===== src/rtl/fall_alarm_responder.sv =====
// Fall-alarm responder: patterned buzzer, nurse-call req/ack with timeout escalation, caregiver clear pulse.
// Latency: 1 cycle from alarm_in/call_ack/caregiver_clear to registered outputs. Optional call_count via FALL_RESP_COUNT_EN.
// Backpressure: none; call_req is held until call_ack or ACK_TIMEOUT, then dropped for one guaranteed gap cycle.
module fall_alarm_responder #(
    parameter int ACK_TIMEOUT = 16,
    parameter int MAX_LEVEL   = 3,
    parameter int BEEP_ON     = 4,
    parameter int BEEP_OFF    = 4
) (
    input  logic       clk,
    input  logic       reset,
    input  logic       alarm_in,
    input  logic       call_ack,
    input  logic       caregiver_clear,
    output logic       call_req,
    output logic [1:0] call_level,
    output logic       escalated,
    output logic       buzzer,
    output logic       clear_out,
    output logic       busy
`ifdef FALL_RESP_COUNT_EN
    ,
    output logic [7:0] call_count
`endif
);

    localparam int TW          = $clog2(ACK_TIMEOUT);
    localparam int BEEP_PERIOD = BEEP_ON + BEEP_OFF;
    localparam int PW          = $clog2(BEEP_PERIOD);

    typedef enum logic [2:0] {
        S_IDLE,
        S_NOTIFY,
        S_ESCALATE,
        S_WAIT_CLEAR,
        S_CLEAR
    } state_t;

    state_t        state;
    logic [TW-1:0] timer;
    logic [PW-1:0] phase;
    logic [PW-1:0] phase_nxt;
    logic          beep_nxt;

    // Beep phase free-runs for the whole event; buzzer is high for the first BEEP_ON phases.
    always_comb begin
        phase_nxt = (phase == PW'(BEEP_PERIOD - 1)) ? '0 : phase + 1'b1;
        beep_nxt  = (phase_nxt < PW'(BEEP_ON));
    end

    always_ff @(posedge clk or posedge reset) begin
        if (reset) begin
            state      <= S_IDLE;
            timer      <= '0;
            phase      <= '0;
            call_req   <= 1'b0;
            call_level <= 2'd0;
            escalated  <= 1'b0;
            buzzer     <= 1'b0;
            clear_out  <= 1'b0;
            busy       <= 1'b0;
        end else begin
            clear_out <= 1'b0;
            case (state)
                S_IDLE: begin
                    if (alarm_in) begin
                        state      <= S_NOTIFY;
                        call_req   <= 1'b1;
                        call_level <= 2'd0;
                        escalated  <= 1'b0;
                        busy       <= 1'b1;
                        buzzer     <= 1'b1;
                        timer      <= '0;
                        phase      <= '0;
                    end
                end
                S_NOTIFY: begin
                    phase  <= phase_nxt;
                    buzzer <= beep_nxt;
                    if (caregiver_clear) begin
                        state     <= S_CLEAR;
                        call_req  <= 1'b0;
                        clear_out <= 1'b1;
                        buzzer    <= 1'b0;
                    end else if (!alarm_in) begin
                        state      <= S_IDLE;
                        call_req   <= 1'b0;
                        call_level <= 2'd0;
                        escalated  <= 1'b0;
                        busy       <= 1'b0;
                        buzzer     <= 1'b0;
                    end else if (call_ack) begin
                        state    <= S_WAIT_CLEAR;
                        call_req <= 1'b0;
                    end else if (timer == TW'(ACK_TIMEOUT - 1)) begin
                        state    <= S_ESCALATE;
                        call_req <= 1'b0;
                    end else begin
                        timer <= timer + 1'b1;
                    end
                end
                S_ESCALATE: begin
                    phase  <= phase_nxt;
                    buzzer <= beep_nxt;
                    if (caregiver_clear) begin
                        state     <= S_CLEAR;
                        clear_out <= 1'b1;
                        buzzer    <= 1'b0;
                    end else begin
                        // New request goes out already carrying the raised level.
                        state    <= S_NOTIFY;
                        call_req <= 1'b1;
                        timer    <= '0;
                        if (call_level < 2'(MAX_LEVEL))
                            call_level <= call_level + 1'b1;
                        else
                            escalated <= 1'b1;
                    end
                end
                S_WAIT_CLEAR: begin
                    phase  <= phase_nxt;
                    buzzer <= beep_nxt;
                    if (caregiver_clear) begin
                        state     <= S_CLEAR;
                        clear_out <= 1'b1;
                        buzzer    <= 1'b0;
                    end else if (!alarm_in) begin
                        state      <= S_IDLE;
                        call_level <= 2'd0;
                        escalated  <= 1'b0;
                        busy       <= 1'b0;
                        buzzer     <= 1'b0;
                    end
                end
                S_CLEAR: begin
                    state      <= S_IDLE;
                    call_level <= 2'd0;
                    escalated  <= 1'b0;
                    busy       <= 1'b0;
                    buzzer     <= 1'b0;
                end
                default: begin
                    state      <= S_IDLE;
                    call_req   <= 1'b0;
                    call_level <= 2'd0;
                    escalated  <= 1'b0;
                    busy       <= 1'b0;
                    buzzer     <= 1'b0;
                end
            endcase
        end
    end

`ifdef FALL_RESP_COUNT_EN
    // call_req only rises when entering NOTIFY, so count those transitions directly.
    logic req_rise;

    always_comb begin
        req_rise = ((state == S_IDLE) && alarm_in) ||
                   ((state == S_ESCALATE) && !caregiver_clear);
    end

    always_ff @(posedge clk or posedge reset) begin
        if (reset)
            call_count <= 8'd0;
        else if (req_rise && (call_count != 8'hFF))
            call_count <= call_count + 1'b1;
    end
`endif

endmodule


===== config.mk =====
export PLATFORM = sky130hd
export DESIGN_NAME = fall_alarm_responder
export DESIGN_NICKNAME = d
export VERILOG_FILES = /design/src/rtl/fall_alarm_responder.sv
export SDC_FILE = /design/constraint.sdc
export NUM_CORES = 1
export LEC_CHECK = 0
export ABC_AREA = 1
export CAP_MARGIN = 25
export CORE_AREA = 2 2 60 62
export CTS_CLUSTER_DIAMETER = 80
export DETAILED_ROUTE_END_ITERATION = 12
export DIE_AREA = 0 0 62 64
export HOLD_SLACK_MARGIN = 0.02
export PLACE_DENSITY_LB_ADDON = 0.2
export RECOVER_POWER = 25
export REMOVE_ABC_BUFFERS = 1
export SETUP_SLACK_MARGIN = 0.4
export SLEW_MARGIN = 25
export SYNTH_ARGS = -nofsm -noshare
export SYNTH_HDL_FRONTEND = slang
export SYNTH_SLANG_ARGS = --single-unit
export TNS_END_PERCENT = 10

===== constraint.sdc =====
create_clock -name clk -period 1.3 [get_ports clk]
set_input_delay 0.26 -clock clk [delete_from_list [all_inputs] [get_ports clk]]
set_output_delay 0.26 -clock clk [all_outputs]
set_load 0.01 [all_outputs]

==> impl_metrics.yaml, run 1 <==
run_status:
  status: "finished, violations left"
  violations: "negative setup slack"
finish:
  final_nets: 199
  final_core_util: 0.465
  area_delta_synth_final_pct: 34.6
  design_area_mm2: 0.00153
  multi_input_area_um2: 662
  final_cell_mix: "42 x nand2_1, 20 x buf_4, 16 x nand3_1, 16 x dfrtp_1, 14 x inv_1"
  register_area_um2: 427
  final_common_cell: "nand2_1"
  layout-drive-gt1-share: 0.349
  instances_no_fill: 235
  antenna_cells: 0
  fillCellCount: 341
worst_setup_path:
  timing.rr.start: "state[0]"
  max_stage_delay_ps: 450
  reg2reg_slack_ps: -5
  critical_path_required_ps: 1500
  startpoint_type: "flip-flop"
  crit_path_frequent_cell: "nand2_1"
  ff2ff_path_depth: 8
  cp.buffers_inverters: 2
  end_kind: "flip-flop"
  cp.arrival_ps: 1500
  path_cells: "buf_12 -> buf_4 -> nand2_4 -> a21oi_1 -> nor2_1 -> nand3_1 -> nand2_1 -> nand2_1"
  cp_max_fo: 4
  critPathLaunch: "state[0]"
  path_class: "flip-flop to flip-flop"
  crit_slowest_cell: "dfrtp_2"
  crit_family: "flip-flops"
  rr_endpoint: "call_level[0]"
yosys:
  synth_area_leader_cell: "dfrtp_1"
  synth_xor_area_frac: 0.00772
  synthDistinctLibCells: 22
  synth_seq_cells: 17
  postSynthCellCount: 153
  ys_warn_count: 0
  synth_top_family_by_area: "simple AND/OR/NAND/NOR gates"
  synthMuxAreaShare: 0
  synth-simple-area-share: 0.422
  synthAdderAreaFrac: 0.0441
  yosys.area.top_type_share: 0.375
  avgSynthCellArea_um2: 7.42
  yosys-top-cells-area: "dfrtp_1 37%, nand2_1 15%, nand3_1 7.9%"
  yosysSeqAreaShare: 0.375
  syn_area_mm2: 0.00113
  synth_compound_area_frac: 0.0617
pwr:
  vdd_drop_max_v: 0.000846
  power_density_mw_per_mm2: 1920
  power_leakage_nw: 0.812
clock_tree:
  cts_buffer_depth: 2
  cts_tree: "built"
  cts_buffers: 3
  cts_hold_buf: 0
  clkSinkCount: 17
  clockRootBuffer: "clkbuf_4"
  clk_latency_ps: 300
  cts.clk_slew.worst_paths_ps: 110
  htreeDepth: 1
die:
  die_h_um: 64
  core_area_mm2: 0.00328
  ios: 12
  die_w_um: 62
  initial_core_util: 0.346
  rows: 21
  die_area_mm2: 0.00397
min_path:
  min_path_type: "primary input to async pin"
sta:
  relSlewSlack: 0.708
  setup-tns-final_ps: -8.90
  setup_viol: 2
  setup_ws_ps: -5.13
  period_needed_ps: 1310
  period_share: 1.00
  worst_pin_slew_ps: 438
  rsz0062_at_grt: "true"
  hold_viol_final: 0
  whs_ps: 477
  finalClockSkew_ps: 6.73
  finalMaxSlewViolations: 0
  clock.fmax_mhz: 766
global_routing:
  grt_pass1_wl_um: 4610
  antenna_found_initial: 0
  grt_max_degree: 18
  first_global_vias: 1045
  track_usage: 0.153
  grt_overflow_total: 0
detailed_routing:
  ant_nets: 0
  wl_per_cell_um: 11.9
  wirelength_um: 2810
  vias_per_cell: 4.76
  via_count: 1119
  first_pass_iters: 4
  drc: 0
  drtIter0Drc: 49
placement:
  dp_cells: 225
  placed_area_mm2: 0.00141
  hpwl_um: 2030
  gp_congestion: 0.895
  port_buffers: 11
run:
  cap_violations: 0
[cells in the mapped netlist (all sizes together)]
cell type / instances
nor2: 21
nand3: 21
o21a: 1
nand4: 6
nand2: 50
ha: 4
buf: 3
o21ai: 6
a21oi: 2
inv: 19
o31ai: 2
dfrtp: 17
xor2: 1
[repair_timing]
item,4_1_cts,5_1_grt
resized for setup,14,28
buffers inserted,2,4
endpoints found under the setup margin,24,24
pin swaps,3,6
endpoints found under the hold margin,0,0
[flip-flops by register name, indices dropped and copies added, names as in the netlist]
| name | flops |
|---|---|
| escalated | 1 |
| buzzer | 1 |
| call_req | 1 |
| busy | 1 |
| phase | 3 |
| state | 3 |
| timer | 4 |
| call_level | 2 |
| clear_out | 1 |
[stage by stage]
| step | total power, mW | setup WS (ps) |
|---|---|---|
| 3_3_place_gp | 2.37 | -219 |
| 4_1_cts | 2.70 | 10.9 |
| 2_1_floorplan | 1.76 | 12.8 |
| 3_5_place_dp | 2.40 | -264 |
| 5_1_grt | 3.20 | -77.0 |
| 6_report | 2.93 | -5.13 |
[layout make-up]
cell class / instances / share of cell area
sequential: 17 / 0.279
multi-input combinational: 114 / 0.433
clock inverter: 1 / 0.00328
timing repair buffer: 35 / 0.183
clock buffer: 3 / 0.0147
tap: 46 / 0.0377
inverter: 19 / 0.0483
[cell families after synthesis]
group,after synthesis
AND/OR/NAND/NOR,98
flip-flops,17
XOR/XNOR,1
buffers and inverters,22
adder cells (fa/ha/maj),4
AO/OA/AOI/OAI,11
[where the power goes]
group          switching (mW)  total [mW]  internal [mW]
Sequential              0.125       0.822          0.697
Combinational           0.993        1.82          0.825
Clock                   0.180       0.295          0.115
Total                    1.30        2.93           1.64
[worst max path at each step]
stage | slack (ps) | depth (start not counted) | endpoint
finish | -5 | 8 | call_level[0]
detailed placement | -260 | 7 | call_level[0]
CTS | 10 | 7 | buzzer
global route | -80 | 8 | call_level[0]
floorplan | 10 | 7 | timer[2]
global placement | -220 | 7 | call_level[1]
[worst reg2reg max path, cell delays in order, from the launching register on]
cell	delay, ps
dfrtp_2	450
buf_12	140
buf_4	150
nand2_4	60
a21oi_1	40
nor2_1	140
nand3_1	120
nand2_1	70
nand2_1	40
[metal layers]
layer / GRT usage / part of all wire / vias to the layer above
met5: 0 / 0 / -
met4: 0.0452 / 0.022 / 0
met3: 0.0425 / 0.041 / 8
met2: 0.242 / 0.49 / 28
met1: 0.200 / 0.44 / 520
li1: - / - / 563
Power figures use the tool's default switching activity.
==> inputs of run 2 (changes only) <==
--- a/config.mk
+++ b/config.mk
@@ -7,10 +7,10 @@
 export LEC_CHECK = 0
 export ABC_AREA = 1
 export CAP_MARGIN = 25
-export CORE_AREA = 2 2 60 62
+export CORE_AREA = 2 2 51 53
 export CTS_CLUSTER_DIAMETER = 80
 export DETAILED_ROUTE_END_ITERATION = 12
-export DIE_AREA = 0 0 62 64
+export DIE_AREA = 0 0 53 55
 export HOLD_SLACK_MARGIN = 0.02
 export PLACE_DENSITY_LB_ADDON = 0.2
 export RECOVER_POWER = 25
==> run 2 against run 1 <==
Net effect: the flow still finishes with violations (negative setup slack); power is 4.7% higher; sequential cell count did not move; routed wire length up 0.93%; die area fell by 27%; register-to-register slack about the same; global-route usage is 5.5 points higher; worst hold slack got worse by 8.1 ps; sequential power is 2.9% higher; utilization up 20 points; largest power group unchanged; largest cell class unchanged; non-clock buffer count increased by 2.
==> impl_metrics.yaml, run 2 (synthesis gave the netlist of run 1 again) <==
finish:
  top_register: "timer"
  antenna_cells: 0
  fillCellCount: 199
  multi_input_area_um2: 722
  design_area_mm2: 0.00158
  final_cell_mix: "38 x nand2_1, 19 x buf_4, 16 x dfrtp_1, 13 x nand3_1"
  register_area_um2: 427
  final_core_util: 0.668
  largest_register_ffs: 4
  final_common_cell: "nand2_1"
  final_nets: 201
  largestRegisters: "timer: 4 flops, phase: 3 flops, state: 3 flops"
  layout-drive-gt1-share: 0.419
  area_delta_synth_final_pct: 39.1
clock_tree:
  clk_latency_ps: 310
  clockRootBuffer: "clkbuf_4"
  cts_buffer_depth: 2
  cts_hold_buf: 0
  cts_buffers: 3
  cts_tree: "built"
  htreeDepth: 1
  clkSinkCount: 17
  cts.clk_slew.worst_paths_ps: 110
worst_setup_path:
  path_class: "flip-flop to flip-flop"
  crit_family: "adder cells"
  cp.arrival_ps: 1510
  end_kind: "flip-flop"
  crit_slowest_cell: "dfrtp_1"
  cp_max_fo: 3
  max_stage_delay_ps: 400
  path_cells: "ha_2 -> ha_4 -> inv_2 -> nand4_1 -> nand3_2 -> nand2_2 -> nand2_1"
  cp.buffers_inverters: 1
  startpoint_type: "flip-flop"
  critical_path_required_ps: 1510
die:
  initial_core_util: 0.480
  die_area_mm2: 0.00292
  die_w_um: 53
  core_area_mm2: 0.00236
  ios: 12
  die_h_um: 55
  rows: 18
detailed_routing:
  ant_nets: 0
  first_pass_iters: 4
  drtIter0Drc: 46
  wl_per_cell_um: 12.8
  via_count: 1139
  vias_per_cell: 5.15
  wirelength_um: 2830
  drc: 0
global_routing:
  first_global_vias: 969
  grt_pass1_wl_um: 4240
  grt_max_degree: 18
  gr-usage-met1: 0.268
  track_usage: 0.208
  grt_overflow_total: 0
  met3_usage: 0.0323
  grt_use_met2: 0.348
  antenna_found_initial: 0
  busiest_layer: "met2"
run_status:
  status: "finished, violations left"
  violations: "negative setup slack"
min_path:
  min_path_type: "primary input to async pin"
sta:
  period_share: 1.00
  rsz0062_at_grt: "true"
  worst_pin_slew_ps: 448
  period_needed_ps: 1300
  finalClockSkew_ps: 7.15
  hold_viol_final: 0
  setup_ws_ps: -1.86
  clock.fmax_mhz: 768
  finalMaxSlewViolations: 0
  relSlewSlack: 0.702
  setup_viol: 1
placement:
  port_buffers: 11
  placed_area_mm2: 0.00141
  hpwl_um: 1960
  gp_congestion: 0.877
  dp_worst_setup_slack_ps: -270
run:
  cap_violations: 0
pwr:
  vdd_drop_max_v: 0.00114
  power_density_mw_per_mm2: 1950
  power_leakage_nw: 0.833
run 2: timing repair:
item,4_1_cts,5_1_grt
endpoints found under the setup margin,24,24
resized for setup,40,29
buffers inserted,2,3
pin swaps,3,16
run 2: cell type report:
type                       instances  area share
clock buffer                       3      0.0143
tap                               30      0.0238
sequential                        17       0.270
timing repair buffer              37       0.183
multi-input combinational        114       0.457
inverter                          19      0.0483
clock inverter                     1     0.00317
run 2: worst min-delay path: cells and delay by family:
kind / cells / cell delay (ps)
buffers and inverters: 3 / 970
run 2: final timing paths:
| path | startpoint | endpoint | slack [ps] | cells past startpoint |
|---|---|---|---|---|
| setup / recovery | phase[1] | buzzer | -2 | 7 |
| max in group asynchronous | reset | state[0] | 490 | 3 |
| hold / removal | reset | state[1] | 470 | 3 |
| setup reg to reg | phase[1] | buzzer | -2 | 7 |
| hold reg to reg | call_req | call_req | 490 | 2 |
| min in group clk | call_req | call_req | 490 | 2 |
run 2: through the flow:
step	instances	hold WS, ps	TNS, ps	power [mW]
6_report	221	469	-1.86	3.07
2_1_floorplan	150	186	0	1.76
3_5_place_dp	212	467	-2950	2.46
5_1_grt	221	508	-220	3.30
3_3_place_gp	212	463	-2630	2.43
4_1_cts	218	274	-2.93	2.82
run 2: routing by layer:
metal	vias to the layer above	part of all wire
met2	28	0.48
met3	9	0.035
met5	-	0
met4	0	0.019
li1	572	-
met1	530	0.46
run 2: power breakdown:
group / internal (mW) / switching, mW
Sequential: 0.697 / 0.149
Combinational: 0.873 / 1.04
Clock: 0.115 / 0.196
